[src/rtl/adder_arbiter.sv]
// adder_arbiter
//   Shares one adder among NREQ requesters with round-robin arbitration.
//   Each operation goes through four steps. The arbiter accepts one operand
//   pair, issues it to the adder, and waits for the result. It then returns
//   sum and carry to the requester that owns the operation. A watchdog
//   aborts an operation whose result never arrives, so a hung adder cannot
//   deadlock the requesters.
//
// Ports
//   clk, rstn              clock, asynchronous active-low reset
//   req_valid/req_ready    per-requester handshake (ready is one-hot or zero)
//   req_a/req_b            packed operands, requester i at [i*DWIDTH +: DWIDTH]
//   rsp_valid              one-cycle pulse on the owner's bit
//   rsp_sum/carry/err      shared response payload, held until the next response
//   add_in1/in2/ivalid     to the adder
//   add_sum/carry/ovalid   from the adder
//   add_busy               adder cannot take a new operation
//   grant_id               owner of the current/last accepted operation
module adder_arbiter #(
  parameter int DWIDTH  = 8,
  parameter int NREQ    = 4,
  parameter int TIMEOUT = 64
) (
  input  logic                      clk,
  input  logic                      rstn,
  input  logic [NREQ-1:0]           req_valid,
  output logic [NREQ-1:0]           req_ready,
  input  logic [NREQ*DWIDTH-1:0]    req_a,
  input  logic [NREQ*DWIDTH-1:0]    req_b,
  output logic [NREQ-1:0]           rsp_valid,
  output logic [DWIDTH-1:0]         rsp_sum,
  output logic                      rsp_carry,
  output logic                      rsp_err,
  output logic [DWIDTH-1:0]         add_in1,
  output logic [DWIDTH-1:0]         add_in2,
  output logic                      add_ivalid,
  input  logic [DWIDTH-1:0]         add_sum,
  input  logic                      add_carry,
  input  logic                      add_ovalid,
  input  logic                      add_busy,
  output logic [$clog2(NREQ)-1:0]   grant_id
);

  localparam int IDW = $clog2(NREQ);
  localparam int TW  = $clog2(TIMEOUT + 1);
  localparam logic [TW-1:0]  TMAX     = TW'(TIMEOUT - 1);
  localparam logic [IDW-1:0] LAST_RST = IDW'(NREQ - 1);

  typedef enum logic [1:0] {S_IDLE, S_ISSUE, S_WAIT, S_RESP} state_e;

  state_e            state_q, state_d;
  logic [IDW-1:0]    last_q, last_d;
  logic [IDW-1:0]    owner_q, owner_d;
  logic [IDW-1:0]    grant_q, grant_d;
  logic [DWIDTH-1:0] op_a_q, op_a_d;
  logic [DWIDTH-1:0] op_b_q, op_b_d;
  logic              ivalid_q, ivalid_d;
  logic [TW-1:0]     timer_q, timer_d;
  logic [NREQ-1:0]   rsp_valid_q, rsp_valid_d;
  logic [DWIDTH-1:0] sum_q, sum_d;
  logic              carry_q, carry_d;
  logic              err_q, err_d;

  logic              win_found;
  logic [IDW-1:0]    win_idx;
  logic              accept;
  logic [DWIDTH-1:0] sel_a, sel_b;

  function automatic logic [NREQ-1:0] onehot(input logic [IDW-1:0] i);
    onehot    = '0;
    onehot[i] = 1'b1;
  endfunction

  // Round-robin: first valid requester after last_q, wrapping modulo NREQ.
  // Plain modulo keeps non-power-of-two NREQ correct.
  always_comb begin
    int cand;
    cand      = 0;
    win_found = 1'b0;
    win_idx   = '0;
    for (int k = 1; k <= NREQ; k++) begin
      cand = (int'(last_q) + k) % NREQ;
      if (!win_found && req_valid[cand[IDW-1:0]]) begin
        win_found = 1'b1;
        win_idx   = cand[IDW-1:0];
      end
    end
  end

  // The rstn term keeps ready low while reset is held; the FSM already
  // sits in IDLE then, so otherwise ready would follow req_valid.
  assign accept    = rstn && (state_q == S_IDLE) && !add_busy && win_found;
  assign req_ready = accept ? onehot(win_idx) : '0;
  assign sel_a     = req_a[win_idx*DWIDTH +: DWIDTH];
  assign sel_b     = req_b[win_idx*DWIDTH +: DWIDTH];

  always_comb begin
    state_d     = state_q;
    last_d      = last_q;
    owner_d     = owner_q;
    grant_d     = grant_q;
    op_a_d      = op_a_q;
    op_b_d      = op_b_q;
    ivalid_d    = 1'b0;
    timer_d     = timer_q;
    rsp_valid_d = '0;
    sum_d       = sum_q;
    carry_d     = carry_q;
    err_d       = err_q;
    case (state_q)
      S_IDLE: begin
        if (accept) begin
          op_a_d   = sel_a;
          op_b_d   = sel_b;
          owner_d  = win_idx;
          grant_d  = win_idx;
          ivalid_d = 1'b1;   // high for the whole ISSUE cycle
          state_d  = S_ISSUE;
        end
      end
      S_ISSUE: begin
        timer_d = '0;
        state_d = S_WAIT;
      end
      S_WAIT: begin
        // ovalid is tested first so a result on the last allowed cycle wins
        if (add_ovalid) begin
          sum_d       = add_sum;
          carry_d     = add_carry;
          err_d       = 1'b0;
          rsp_valid_d = onehot(owner_q);
          state_d     = S_RESP;
        end else if (timer_q == TMAX) begin
          sum_d       = '0;
          carry_d     = 1'b0;
          err_d       = 1'b1;
          rsp_valid_d = onehot(owner_q);
          state_d     = S_RESP;
        end else begin
          timer_d = timer_q + 1'b1;
        end
      end
      S_RESP: begin
        last_d  = owner_q;
        state_d = S_IDLE;
      end
      default: state_d = S_IDLE;
    endcase
  end

  always_ff @(posedge clk or negedge rstn) begin
    if (!rstn) begin
      state_q     <= S_IDLE;
      last_q      <= LAST_RST;
      owner_q     <= '0;
      grant_q     <= '0;
      op_a_q      <= '0;
      op_b_q      <= '0;
      ivalid_q    <= 1'b0;
      timer_q     <= '0;
      rsp_valid_q <= '0;
      sum_q       <= '0;
      carry_q     <= 1'b0;
      err_q       <= 1'b0;
    end else begin
      state_q     <= state_d;
      last_q      <= last_d;
      owner_q     <= owner_d;
      grant_q     <= grant_d;
      op_a_q      <= op_a_d;
      op_b_q      <= op_b_d;
      ivalid_q    <= ivalid_d;
      timer_q     <= timer_d;
      rsp_valid_q <= rsp_valid_d;
      sum_q       <= sum_d;
      carry_q     <= carry_d;
      err_q       <= err_d;
    end
  end

  assign add_in1    = op_a_q;
  assign add_in2    = op_b_q;
  assign add_ivalid = ivalid_q;
  assign rsp_valid  = rsp_valid_q;
  assign rsp_sum    = sum_q;
  assign rsp_carry  = carry_q;
  assign rsp_err    = err_q;
  assign grant_id   = grant_q;

endmodule

[config.mk]
export PLATFORM = sky130hd
export DESIGN_NAME = adder_arbiter
export DESIGN_NICKNAME = d
export VERILOG_FILES = /design/src/rtl/adder_arbiter.sv
export SDC_FILE = /design/constraint.sdc
export NUM_CORES = 1
export LEC_CHECK = 0
export BUFFER_PORTS_ARGS = -buffer_cell sky130_fd_sc_hd__buf_2
export CAP_MARGIN = 0
export CORE_MARGIN = 1.5
export CORE_UTILIZATION = 49
export CTS_CLUSTER_DIAMETER = 60
export DETAILED_ROUTE_END_ITERATION = 10
export MAX_ROUTING_LAYER = met4
export PLACE_DENSITY = 0.81
export SLEW_MARGIN = 15
export SYNTH_ARGS = -nofsm -noshare
export SYNTH_HDL_FRONTEND = slang
export SYNTH_SLANG_ARGS = --single-unit
export TNS_END_PERCENT = 30
[constraint.sdc]
create_clock -name clk -period 4.1 [get_ports clk]
set_input_delay 0.41 -clock clk [delete_from_list [all_inputs] [get_ports clk]]
set_output_delay 0.41 -clock clk [all_outputs]
set_load 0.005 [all_outputs]
---- Word level (Yosys, flattened, before mapping) ----
Index checks and enable logic that the tools add are counted.
word-level totals
  register bits ........................... 44
  latch bits .............................. 0
  memory bits (writable) .................. 0
  memory bits (read-only) ................. 0
  input bits .............................. 81
  output and inout bits ................... 37
  memories kept ........................... 0
operators by class
  $add $sub $neg .......................... 5
  multipliers ............................. 0
  div/mod/pow operators ................... 0
  $lt $le $gt $ge ......................... 8
  equality and inequality tests ........... 8
  shifts and indexed selects .............. 2
  multiplexer cells ....................... 39
  bitwise logic cells ..................... 0
  reduce and logical (&&, ||, !) cells .... 19
operators by type and width
  operator                                                           number
  variable part select 32 x 6 -> 8 bit                               2
  < comparator 2 x 3 -> 1 bit, second input constant                 6
  2-to-1 mux 1 bit                                                   16
  2-to-1 mux 4 bit                                                   4
  2-to-1 mux 8 bit                                                   2
  2-to-1 mux 2 bit                                                   7
  2-to-1 mux 7 bit                                                   2
  case mux 7 bit (2 select lines)                                    1
  binary-select mux 1 bit (select 2 bit)                             4
  logical AND 1 bit                                                  8
  case mux 2 bit (4 select lines)                                    1
  adder 7 x 1 -> 7 bit, second input constant                        1
  == test 7 x 6 -> 1 bit, second input constant                      1
  inequality test 2 bit, second input constant                       3
  AND reduction 2 bit                                                3
  adder 2 x 1 -> 2 bit, second input constant                        2
  adder 2 bit, second input constant                                 2
  demux 1 bit (select 2 bit)                                         2
  == test 2 bit, second input constant                               2
  greater-or-equal comparator 2 x 1 -> 1 bit, second input constant  2
  zero test 1 bit                                                    4
  nonzero test 2 bit                                                 2
  inequality test 3 bit, second input constant                       1
  AND reduction 3 bit                                                1
  other kinds (2)                                                    2

---- Logic depth before layout (Yosys ltp) ----
  depth in word-level cells ............... 18
  mapped depth ............................ 9
  mapped depth without buffers ............ 7

---- Worst setup path before layout ----
No wires, ideal clock.
  path kind ............................... register to output
  start point ............................. reg last_q[1]
  end point ............................... out req_ready[0]
  data arrival time ....................... 1.751 ns
  required time ........................... 3.690 ns
  path slack .............................. 1.939 ns
  cell stages (with the launch flop) ...... 7
  path buffers ............................ 2
  cell sequence ........................... dfstp_2 -> mux2i_1 -> a2bb2oi_2 -> and2_4 -> buf_6 -> nor3b_4 -> buf_4
on the way
  cells in the longest elaborated chain, start to end .. 18
  elaborated cells between the ends (all ways) .. 33
RTL lines
  item                                                                                                                    line  text
  start: declaration                                                                                                      52    logic [IDW-1:0] last_q, last_d;
  start signal: assignment                                                                                                167   last_q <= last_d;
  adder 2 x 1 -> 2 bit                                                                                                    82    cand = (int'(last_q) + k) % NREQ;
  binary-select mux 1 bit (select 2 bit)                                                                                  83    if (!win_found && req_valid[cand[IDW-1:0]]) begin
  2-to-1 mux 1 bit (not written as such)                                                                                  83
  2-to-1 mux 1 bit                                                                                                        83
  zero test 1 bit                                                                                                         83
  logical AND 1 bit                                                                                                       83
  2-to-1 mux 1 bit                                                                                                        83
  zero test 1 bit                                                                                                         83
  [2 not listed]                                                                                                          --
  zero test 1 bit                                                                                                         83
  logical AND 1 bit                                                                                                       83
  2-to-1 mux 2 bit                                                                                                        83
  < comparator 2 x 3 -> 1 bit (not written as such) / greater-or-equal comparator 2 x 1 -> 1 bit (equally long branches)  71    onehot[i] = 1'b1;
  logical AND 1 bit (not written as such)                                                                                 71
  2-to-1 mux 1 bit (not written as such)                                                                                  71
  demux 1 bit (select 2 bit)                                                                                              71
  2-to-1 mux 4 bit (*)                                                                                                    93    assign req_ready = accept ? onehot(win_idx) : '0;
  end: declaration                                                                                                        27    output logic [NREQ-1:0] req_ready,
Every way passes the cells marked *; elsewhere a longest branch is shown, timed or not. The select of a mux whose other input is x is not followed.

---- Worst setup path after layout ----
  start point ............................. reg state_q[0]
  end point ............................... out req_ready[0]
on the way
  cells in the longest elaborated chain, start to end .. 5
RTL lines
  item                            line  text
  start: declaration              51    state_e state_q, state_d;
  start signal: assignment        166   state_q <= state_d;
  zero test 2 bit                 92    assign accept = rstn && (state_q == S_IDLE) && !add_busy && win_found;
  logical AND 1 bit (3 in a row)  92
  2-to-1 mux 4 bit                93
Every way passes these cells.

==> reports/metrics.yaml <==
slew_headroom_pct: 31.63
synth_top_family_by_area: "compound AO/OA/AOI/OAI gates"
multi_input_area_um2: 1100
synth_area_leaders: "dfrtp_1, a22o_1, a221o_1"
critPathCaptureType: "output port"
post_drt_wl_per_cell_um: 14.83
path_cells: "inv_1 -> ha_1 -> nand2_1 -> a211o_1 -> nor3b_4 -> buf_2"
final.setup.tns_ps: 0
areaGrowthSynthToFinish_pct: 32.03
clkSinkCount: 44
drtPass1Iterations: 8
cp_top_family: "simple AND/OR/NAND/NOR gates"
htreeDepth: 2
grt-ovfl-total: 0
synth_xor_area_share_pct: 0.3813
setup.worst_path.class: "reg -> out"
drive_above_1_share_pct: 49.51
ys_warn_count: 0
finalPower_mw: 1.812
tightest_slew_ps: 1013
ant_nets: 0
rr_worst_depth: 6
period_share_pct: 73.22
vdd_drop_max_uv: 287.8
cp.depth: 6
initial_core_util_pct: 51.69
synthSimpleGateAreaFrac_pct: 8.660
regArea_um2: 1104
synth.area.mux_share_pct: 11.87
vias: 1965
synth_edf_count: 0
power_frac_comb_pct: 40.3
synth_compound_area_share_pct: 23.69
core_area_um2: 4444
power_density_nw_per_um2: 597.6
p_int_mw: 1.231
synth_fa_ha_area_share_pct: 3.268
grt_pass1_vias: 1951
crit_slowest_cell: "nor3b_4"
swShare_pct: 32.10
outcome: "completed"
cts_buffers: 5
synth_area_per_cell_um2: 12.03
cp_max_fo: 24
ys_types: 41
n_antenna_cell: 0
p_clk_share_pct: 19.9
gp_congestion: 0.8220
yosysMostFrequentCell: "dfrtp_1"
drc: 0
hold_viol_final: 0
nets: 395
syn_area_um2: 2297
grt_pass1_wl_um: 8542
ys_seq_area_share_pct: 48.04
chipWidth_um: 71.47
hold_class: "in -> async"
dp_hpwl_um: 4006
root_buffer: "clkbuf_8"
synth_cells: 191
rsz0062_at_grt: "false"
clk_latency_ps: 300
dpl-instance-area_um2: 2907
required_ps: 3690
fillCellCount: 361
antenna_found_initial: 0
hold_ws_ps: 184.2
hold_buffers: 0
leakagePower_nw: 1.634
slew_violations: 0
async_flop_share_pct: 100.0
max_freq_mhz: 333.1
synth_fp_nets: 278
ys_ff_latch: 44
worstSetupStartpointType: "register"
crit_path_max_incr_delay_ps: 700
pwr-share-seq_pct: 39.8
critPathArrivalTime_ps: 2590
clk_pin_slew_worst_paths_ps: 90
synth_top_area_share_pct: 45.75
drtIter0Drc: 101
cts_tree: "done"
cts_setup_buffers: 0
die_area_um2: 5108
final_cell_area_um2: 3033
ys.flop_type: "dfrtp_1"
power_switching_mw: 0.5818
skew_ps: 11.55
synthTopCellsByCount: "dfrtp_1, a22o_1, a221o_1, nand2_1, mux2_2"
post-route-util_pct: 68.24
post_cts_resized: 0
dieHeight_um: 71.47
max-clock-path-buffers: 2
rows: 24
path_buf_inv: 2
port_buffers: 117
cap_violations: 0
pin_count: 118
synth.largest_area_cell: "dfrtp_1"
setup_viol: 0
via_per_inst: 5.443
wl_um: 5353
finalCriticalPeriod_ps: 3002
grt_use_total_pct: 22.23
grt_max_degree: 45
==> cell families (layout without fill, tap and decap cells) <==
group                    after synthesis  after routing
adder cells (fa/ha/maj)                6              6
flip-flops                            44             44
AO/OA/AOI/OAI                         63             63
buffers and inverters                 17            135
multiplexers                          22             22
XOR/XNOR                               1              1
AND/OR/NAND/NOR                       38             38
==> worst paths after layout <==
kind	startpoint	to	slack (ps)
worst min register to register	timer_q[5]	timer_q[5]	490
worst max register to register	state_q[0]	add_in2[6]	1710
worst max-delay path	state_q[0]	req_ready[0]	1100
min in group clk	add_sum[4]	rsp_sum[4]	320
worst min-delay path	rstn	rsp_err	180
max in group asynchronous	rstn	last_q[1]	3530
==> sequential cells by signal, summed over array words and instances (netlist names) <==
name	count
rsp_err	1
add_ivalid	1
last_q	2
grant_id	2
state_q	2
rsp_sum	8
add_in2	8
rsp_valid	4
rsp_carry	1
add_in1	8
timer_q	7
==> power groups by stage <==
stage               combinational [mW]  clock [mW]  sequential (mW)
finish                           0.730       0.361            0.722
global route                     0.807       0.384            0.742
CTS                              0.738       0.364            0.720
detailed placement               0.739           0            0.721
global placement                 0.716           0            0.721
floorplan                        0.485           0            0.714
==> per-layer routing <==
metal | part of all wire, % | GRT usage [%] | vias up
met5 | 0 | - | -
met4 | 2.1 | 11.11 | 0
met3 | 5.4 | 4.360 | 9
met2 | 50 | 36.14 | 76
met1 | 42 | 26.50 | 918
li1 | - | - | 962
==> placed cells by master, fill, tap and decap left out, types with 3 or more instances in the layout <==
cell type,n
buf_2,117
dfrtp_1,42
a22o_1,25
a221o_1,16
nand2_1,14
mux2_2,10
mux2_4,8
o21ai_0,7
nor2_1,7
clkbuf_8,7
inv_1,6
ha_1,6
mux2i_1,4
buf_4,4
nor2b_1,3
==> stage by stage <==
stage               setup WS, ps  std cells
detailed placement          1421        353
CTS                         1087        361
global placement            1465        353
global route               894.4        361
floorplan                   1939        191
finish                      1098        361
==> cell type report <==
class	count	share of cell area [%]
Clock inverter	1	0.9901
Inverter	6	0.7426
Clock buffer	7	3.177
Timing Repair Buffer	121	20.30
Multi-Input combinational cell	130	36.26
Tap cell	52	2.145
Sequential cell	44	36.39
(Power assumes the default switching activity.)
